`config.mk`:
```
export PLATFORM = sky130hd
export DESIGN_NAME = jt51_lin2exp_mc_flat
export DESIGN_NICKNAME = d
export VERILOG_FILES = /design/src/rtl/jt51_lin2exp_mc_if.sv /design/src/rtl/jt51_lin2exp_mc.sv /design/src/flat_wrapper.sv
export SDC_FILE = /design/constraint.sdc
export NUM_CORES = 1
export LEC_CHECK = 0
export BUFFER_PORTS_ARGS = -buffer_cell sky130_fd_sc_hd__buf_2
export CORE_MARGIN = 1.5
export CORE_UTILIZATION = 54
export CTS_CLUSTER_DIAMETER = 40
export CTS_CLUSTER_SIZE = 24
export DETAILED_ROUTE_END_ITERATION = 8
export GPL_TIMING_DRIVEN = 0
export PLACE_DENSITY = 0.77
export SLEW_MARGIN = 20
export SYNTH_ARGS = -nofsm -noshare
export SYNTH_HDL_FRONTEND = slang
export SYNTH_SLANG_ARGS = --single-unit
```
`constraint.sdc`:
```
create_clock -name clk -period 9.6 [get_ports clk]
set_input_delay 0.96 -clock clk [delete_from_list [all_inputs] [get_ports clk]]
set_output_delay 0.96 -clock clk [all_outputs]
set_load 0.02 [all_outputs]
```
`src/rtl/jt51_lin2exp_mc_if.sv`:
```
// ---------------------------------------------------------------------------
// jt51_lin2exp_mc_if
// Stream bundle for the multi-channel linear-to-exponent converter.
//   Input side : in_valid / in_ready handshake carrying one frame of CH
//                signed LIN_W-bit samples (channel c at [c*LIN_W +: LIN_W]).
//   Output side: out_valid / out_ready handshake carrying one converted
//                sample per beat: out_man (signed mantissa), out_exp
//                (1..EMAX), out_ch (channel index), out_last (channel CH-1).
// Modports:
//   slave  - the converter (consumes frames, produces samples)
//   master - the environment (produces frames, consumes samples)
// ---------------------------------------------------------------------------
interface jt51_lin2exp_mc_if #(
    parameter int LIN_W = 16,
    parameter int MAN_W = 10,
    parameter int EXP_W = 3,
    parameter int CH    = 2
);
    localparam int CH_W = (CH > 1) ? $clog2(CH) : 1;

    logic                  in_valid;
    logic                  in_ready;
    logic [CH*LIN_W-1:0]   in_lin;

    logic                  out_valid;
    logic                  out_ready;
    logic [MAN_W-1:0]      out_man;
    logic [EXP_W-1:0]      out_exp;
    logic [CH_W-1:0]       out_ch;
    logic                  out_last;

    modport slave (
        input  in_valid, in_lin, out_ready,
        output in_ready, out_valid, out_man, out_exp, out_ch, out_last
    );

    modport master (
        output in_valid, in_lin, out_ready,
        input  in_ready, out_valid, out_man, out_exp, out_ch, out_last
    );
endinterface

```
`src/rtl/jt51_lin2exp_mc.sv`:
```
// ---------------------------------------------------------------------------
// jt51_lin2exp_mc
// Pipelined multi-channel linear-to-floating-point converter for the JT51
// output path. A frame of CH signed samples is captured in one handshake and
// then issued one channel per cycle through two pipeline stages:
//   stage 1 : count redundant sign bits, clamp to EMAX-1, register
//   stage 2 : shift, slice mantissa, form exponent EMAX-S (output register)
// Ports:
//   clk    - system clock, rising edge
//   rst_n  - asynchronous active-low reset (sync release expected)
//   io_bus - jt51_lin2exp_mc_if.slave stream bundle (see interface file)
// Build option:
//   JT51_LIN2EXP_ROUND_EN - when defined, stage 2 rounds half-up on the
//   discarded bits instead of truncating; positive overflow saturates.
//
// state    | meaning
// ---------+----------------------------------------------------------
// ST_IDLE  | waiting for a frame, in_ready=1
// ST_ISSUE | pushing channel r_cnt into stage 1 each non-stalled cycle
// ---------------------------------------------------------------------------
module jt51_lin2exp_mc #(
    parameter int LIN_W = 16,
    parameter int MAN_W = 10,
    parameter int EXP_W = 3,
    parameter int CH    = 2
) (
    input  logic                 clk,
    input  logic                 rst_n,
    jt51_lin2exp_mc_if.slave     io_bus
);
    localparam int EMAX = LIN_W - MAN_W + 1;
    localparam int SMAX = EMAX - 1;
    localparam int CH_W = (CH > 1) ? $clog2(CH) : 1;
    localparam int LZ_W = $clog2(LIN_W);

    if (MAN_W < 2 || MAN_W >= LIN_W) begin : g_bad_man_w
        $error("jt51_lin2exp_mc: MAN_W must satisfy 2 <= MAN_W < LIN_W");
    end
    if ((1 << EXP_W) - 1 < EMAX) begin : g_bad_exp_w
        $error("jt51_lin2exp_mc: EXP_W too narrow for EMAX");
    end
    if (CH < 1) begin : g_bad_ch
        $error("jt51_lin2exp_mc: CH must be at least 1");
    end

    typedef enum logic {
        ST_IDLE  = 1'b0,
        ST_ISSUE = 1'b1
    } state_t;

    state_t              r_state, w_state_nxt;
    logic [CH_W-1:0]     r_cnt, w_cnt_nxt;
    logic [CH*LIN_W-1:0] r_frame;
    logic                w_accept;
    logic                w_push;
    logic                w_stall;

    logic                r_s1_valid;
    logic [LIN_W-1:0]    r_s1_lin;
    logic [EXP_W-1:0]    r_s1_shift;
    logic [CH_W-1:0]     r_s1_ch;

    logic                r_out_valid;
    logic [MAN_W-1:0]    r_out_man;
    logic [EXP_W-1:0]    r_out_exp;
    logic [CH_W-1:0]     r_out_ch;
    logic                r_out_last;

    logic [LIN_W-1:0]    w_sel;
    logic [LZ_W-1:0]     w_lead;
    logic                w_run;
    logic [EXP_W-1:0]    w_shift;
    logic [EXP_W-1:0]    w_rsh;
    logic [MAN_W-1:0]    w_man;

    // A bubble in the output register never stalls the pipeline.
    assign w_stall = r_out_valid & ~io_bus.out_ready;

    // ---------------- FSM ----------------
    always_ff @(posedge clk or negedge rst_n) begin
        if (!rst_n) begin
            r_state <= ST_IDLE;
            r_cnt   <= '0;
            r_frame <= '0;
        end else begin
            r_state <= w_state_nxt;
            r_cnt   <= w_cnt_nxt;
            if (w_accept) begin
                r_frame <= io_bus.in_lin;
            end
        end
    end

    always_comb begin
        w_state_nxt = r_state;
        w_cnt_nxt   = r_cnt;
        w_accept    = 1'b0;
        w_push      = 1'b0;
        case (r_state)
            ST_IDLE: begin
                if (io_bus.in_valid) begin
                    w_accept    = 1'b1;
                    w_cnt_nxt   = '0;
                    w_state_nxt = ST_ISSUE;
                end
            end
            ST_ISSUE: begin
                if (!w_stall) begin
                    w_push = 1'b1;
                    if (r_cnt == CH_W'(CH - 1)) begin
                        w_cnt_nxt   = '0;
                        w_state_nxt = ST_IDLE;
                    end else begin
                        w_cnt_nxt = r_cnt + CH_W'(1);
                    end
                end
            end
            default: begin
                w_state_nxt = ST_IDLE;
            end
        endcase
    end

    assign io_bus.in_ready = (r_state == ST_IDLE);

    // ---------------- Stage 1: redundant sign bit count ----------------
    assign w_sel = r_frame[int'(r_cnt) * LIN_W +: LIN_W];

    always_comb begin
        w_run  = 1'b1;
        w_lead = '0;
        for (int i = LIN_W - 2; i >= 0; i--) begin
            if (w_run && (w_sel[i] == w_sel[LIN_W-1])) begin
                w_lead = w_lead + LZ_W'(1);
            end else begin
                w_run = 1'b0;
            end
        end
        w_shift = (w_lead > LZ_W'(SMAX)) ? EXP_W'(SMAX) : EXP_W'(w_lead);
    end

    always_ff @(posedge clk or negedge rst_n) begin
        if (!rst_n) begin
            r_s1_valid <= 1'b0;
            r_s1_lin   <= '0;
            r_s1_shift <= '0;
            r_s1_ch    <= '0;
        end else if (!w_stall) begin
            r_s1_valid <= w_push;
            if (w_push) begin
                r_s1_lin   <= w_sel;
                r_s1_shift <= w_shift;
                r_s1_ch    <= r_cnt;
            end
        end
    end

    // ---------------- Stage 2: mantissa / exponent ----------------
    // Right-shifting by (EMAX-1-S) places lin[LIN_W-1-S -: MAN_W] at the
    // bottom; S never exceeds EMAX-1, so the amount is never negative.
    assign w_rsh = EXP_W'(SMAX) - r_s1_shift;

`ifdef JT51_LIN2EXP_ROUND_EN
    logic [MAN_W:0]   w_ext;
    logic [MAN_W-1:0] w_trunc;
    logic             w_sat;

    // An appended zero below the LSB becomes the round bit; at S=EMAX-1 it
    // is the only discarded bit, so nothing gets rounded there.
    assign w_ext   = (MAN_W+1)'({r_s1_lin, 1'b0} >> w_rsh);
    assign w_trunc = w_ext[MAN_W:1];
    // Only the largest positive mantissa can overflow when incremented.
    assign w_sat   = ~w_trunc[MAN_W-1] & (&w_trunc[MAN_W-2:0]);
    assign w_man   = (w_ext[0] & ~w_sat) ? (w_trunc + MAN_W'(1)) : w_trunc;
`else
    assign w_man   = MAN_W'(r_s1_lin >> w_rsh);
`endif

    always_ff @(posedge clk or negedge rst_n) begin
        if (!rst_n) begin
            r_out_valid <= 1'b0;
            r_out_man   <= '0;
            r_out_exp   <= '0;
            r_out_ch    <= '0;
            r_out_last  <= 1'b0;
        end else if (!w_stall) begin
            r_out_valid <= r_s1_valid;
            if (r_s1_valid) begin
                r_out_man  <= w_man;
                r_out_exp  <= EXP_W'(EMAX) - r_s1_shift;
                r_out_ch   <= r_s1_ch;
                r_out_last <= (r_s1_ch == CH_W'(CH - 1));
            end
        end
    end

    assign io_bus.out_valid = r_out_valid;
    assign io_bus.out_man   = r_out_man;
    assign io_bus.out_exp   = r_out_exp;
    assign io_bus.out_ch    = r_out_ch;
    assign io_bus.out_last  = r_out_last;

endmodule

```
`src/flat_wrapper.sv`:
```
// flat-port wrapper written by rule: the top's interface ports become plain ports
module jt51_lin2exp_mc_flat 
#(
    parameter int LIN_W = 16,
    parameter int MAN_W = 10,
    parameter int EXP_W = 3,
    parameter int CH    = 2
)
  (clk, rst_n, io_bus_in_valid, io_bus_in_lin, io_bus_out_ready, io_bus_in_ready, io_bus_out_valid, io_bus_out_man, io_bus_out_exp, io_bus_out_ch, io_bus_out_last);
  jt51_lin2exp_mc_if #(.LIN_W(LIN_W), .MAN_W(MAN_W), .EXP_W(EXP_W), .CH(CH)) io_bus_i ();
  input  logic clk;
  input  logic rst_n;
  input wire logic [$bits(io_bus_i.in_valid)-1:0] io_bus_in_valid;
  input wire logic [$bits(io_bus_i.in_lin)-1:0] io_bus_in_lin;
  input wire logic [$bits(io_bus_i.out_ready)-1:0] io_bus_out_ready;
  output wire logic [$bits(io_bus_i.in_ready)-1:0] io_bus_in_ready;
  output wire logic [$bits(io_bus_i.out_valid)-1:0] io_bus_out_valid;
  output wire logic [$bits(io_bus_i.out_man)-1:0] io_bus_out_man;
  output wire logic [$bits(io_bus_i.out_exp)-1:0] io_bus_out_exp;
  output wire logic [$bits(io_bus_i.out_ch)-1:0] io_bus_out_ch;
  output wire logic [$bits(io_bus_i.out_last)-1:0] io_bus_out_last;
  assign io_bus_i.in_valid = io_bus_in_valid;
  assign io_bus_i.in_lin = io_bus_in_lin;
  assign io_bus_i.out_ready = io_bus_out_ready;
  assign io_bus_in_ready = io_bus_i.in_ready;
  assign io_bus_out_valid = io_bus_i.out_valid;
  assign io_bus_out_man = io_bus_i.out_man;
  assign io_bus_out_exp = io_bus_i.out_exp;
  assign io_bus_out_ch = io_bus_i.out_ch;
  assign io_bus_out_last = io_bus_i.out_last;
  jt51_lin2exp_mc #(.LIN_W(LIN_W), .MAN_W(MAN_W), .EXP_W(EXP_W), .CH(CH)) u_core (.clk(clk), .rst_n(rst_n), .io_bus(io_bus_i));
endmodule
```
==> run metrics <==
P&R area growth vs syn=23.99%; final-report setup violation count=0; antenna violations before repair=0; Final period util=97.13%; Initial Utilization=56.19%; most frequent cells after synthesis=70 x dfrtp_1, 57 x nand2_1, 49 x o21ai_0; Slew @ Worst Pin=756.3 ps; worst hold path class=input pin to asynchronous set/reset pin; DR iter-0 viols=215; Worst EP required=9850 ps; CTS Root Cell=clkbuf_8; clock buffer depth=2; crit path kind=flop to flop; slew margin rel.=48.14%; DIE HEIGHT=95.93 microns; post-synth top area share=37.56%; storage element area=1752 sq um; clock latency on the worst-skew pair=350 ps; CP endpoint kind=flop; largest cells by area after synthesis=dfrtp_1 38%, mux2_2 10%, mux2i_1 7.5%; mean post-synth cell area=9.735 sq um; vias=3999; grt total ovfl=0; DRC viols=0; 1st-pass router iterations=5; diode count=0; Port Buffers=52; Synth Area in XOR/XNOR=4.132%; CTS tree=built; vias in the first global route=3943; first-pass GRT wire length=18.40 mm; Max stage delay on crit path=430 ps; leading area contributor after synthesis=dfrtp_1; max cap viols=0; Synthesized Nets=528; CP max stage cell=dfrtp_1; Die Area=9202 sq um; drt wl/cell=16.85 microns; core area=8299 sq um; Max Clock Freq=107.2 MHz; top_reg_cell synth=dfrtp_1; worst-path fanout max=7; Multi-input gate area=3023 sq um; H-tree Lvls=3; Sink Count=70; die width=95.93 microns; # rows=33; simple-gate portion of the synthesized area=14.49%; sequential-to-total area share from yosys stat=37.56%; arrival time worst endpoint=9570 ps; adder-cell share of the synthesized area=3.488%; status=finished, final reports clean; Post-synth EDFFs=0; fin area=5782 sq um; Async S/R FF share, synth=100.0%; Synth Warn #=0; Post-Syn Area=4663 sq um; Crit path top cell by count=ha_4; antenna-violating nets left=0; cts bufs inserted=9; # fillers=623; CTS clk-pin slew, worst paths=80 ps; Final Hold Viols=0; pin count of the biggest net entering global routing=54; hpwl dp=8.219 mm; #FFs+latches synth=70; post-placement cell area=5114 sq um; top-count cell post-synth=dfrtp_1; nets=614; mux contribution to synthesized area=21.89%; post-synthesis compound-gate area fraction=15.32%; GP Congestion=0.9372; min cycle time layout=9324 ps; All-Layer GR Usage=26.33%; via/cell ratio=5.933; main combinational cell family by area after synthesis=multiplexers; fin util=69.67%; post-synth cell types=58; Post-Route Skew=7.680 ps; layout cells sized above 1=33.57%; Ports=53; cell count after synthesis=479; crit start category=flop; final wirelength=11.36 mm; Slew Limit Fails=0
==> metal layers <==
layer | GRT usage [%] | up-vias | wire length [microns]
met5 | 0 | - | 0
met1 | 31.63 | 1929 | 4732
met2 | 46.42 | 119 | 5934
met3 | 6.477 | 21 | 511
li1 | - | 1930 | -
met4 | 7.721 | 0 | 178
==> per-stage QoR <==
stage	setup WS [ps]	instances	TNS (ps)	hold slack, ps
6_report	275.8	674	0	466.2
2_1_floorplan	18.84	479	0	436.5
5_1_grt	-84.91	674	-84.91	459.3
3_3_place_gp	-832.2	636	-1297	449.6
4_1_cts	3.311	664	0	462.8
3_5_place_dp	-1057	637	-1729	458.1
==> worst max-delay path, delay by kind of cell (launching register included) <==
kind,cells,cell delay [ps]
XOR/XNOR,2,400
AO/OA/AOI/OAI,13,1880
adder cells (fa/ha/maj),12,3110
multiplexers,7,1610
AND/OR/NAND/NOR,11,1360
flip-flops,1,430
buffers and inverters,4,420
==> registers in the layout, indices dropped and copies added, names as in the netlist <==
signal and flops:
u_core.io_bus.out_ch 1, u_core.io_bus.out_exp 3, u_core.io_bus.out_man 10, u_core.io_bus.out_valid 1
u_core.r_cnt 1, u_core.r_frame 32, u_core.r_s1_ch 1, u_core.r_s1_lin 16
u_core.r_s1_shift 3, u_core.r_s1_valid 1, u_core.r_state 1
==> logic make-up after synthesis <==
kind of cell | count (synthesis)
mux | 87
buf+inv | 34
flops | 70
fa+ha+maj | 13
compound gates | 114
simple gates | 139
xor+xnor | 22
==> final timing paths <==
check,from,end,slack [ps],depth (start not counted)
worst max-delay path,u_core.r_cnt,u_core.r_s1_shift[0],280,49
worst min-delay path,rst_n,u_core.io_bus.out_ch,470,1
worst max register to register,u_core.r_cnt,u_core.r_s1_shift[0],280,49
worst min register to register,u_core.io_bus.out_man[2],u_core.io_bus.out_man[2],470,2
max in group asynchronous,rst_n,u_core.r_frame[28],8600,2
min in group clk,u_core.io_bus.out_man[2],u_core.io_bus.out_man[2],470,2
==> cell usage in the layout (no fill, tap or decap), types with 3 or more instances in the layout <==
cell type / count
dfrtp_1: 70
nand2_1: 55
buf_2: 53
o21ai_0: 41
mux2_2: 39
mux2i_1: 28
buf_4: 26
a21oi_1: 20
nor2_1: 19
nand3_1: 17
clkbuf_1: 17
xor2_1: 11
xnor2_1: 10
clkbuf_8: 10
nor3_1: 8
a211oi_1: 7
mux4_2: 7
ha_4: 7
o21ai_2: 6
nand2b_1: 6
nor2b_1: 6
inv_1: 6
mux2_4: 5
ha_1: 5
mux2i_2: 4
mux2i_4: 4
a21o_1: 4
o22ai_1: 4
or3_1: 4
o31ai_1: 4
nand4_1: 3
o21a_1: 3
and2_1: 3
and3_1: 3
bufinv_16: 3
==> area by class of cell <==
cell class                 instances  area share (%)
multi-input combinational        375           52.28
sequential                        70           30.30
timing repair buffer              77           8.137
clock buffer                      10           2.380
buffer                            24           2.272
tap                              105           2.272
clock inverter                     5           1.839
inverter                           8          0.5194
==> timing repair <==
action	in CTS	in global routing
buffers inserted	14	10
hold buffers	0	0
gates cloned	0	0
setup endpoints to repair	2	2
gates resized for setup	32	23
pin swaps	8	18
Power is not shown: default switching activity piles up to over one toggle a cycle in this logic, so the estimate is an artifact.
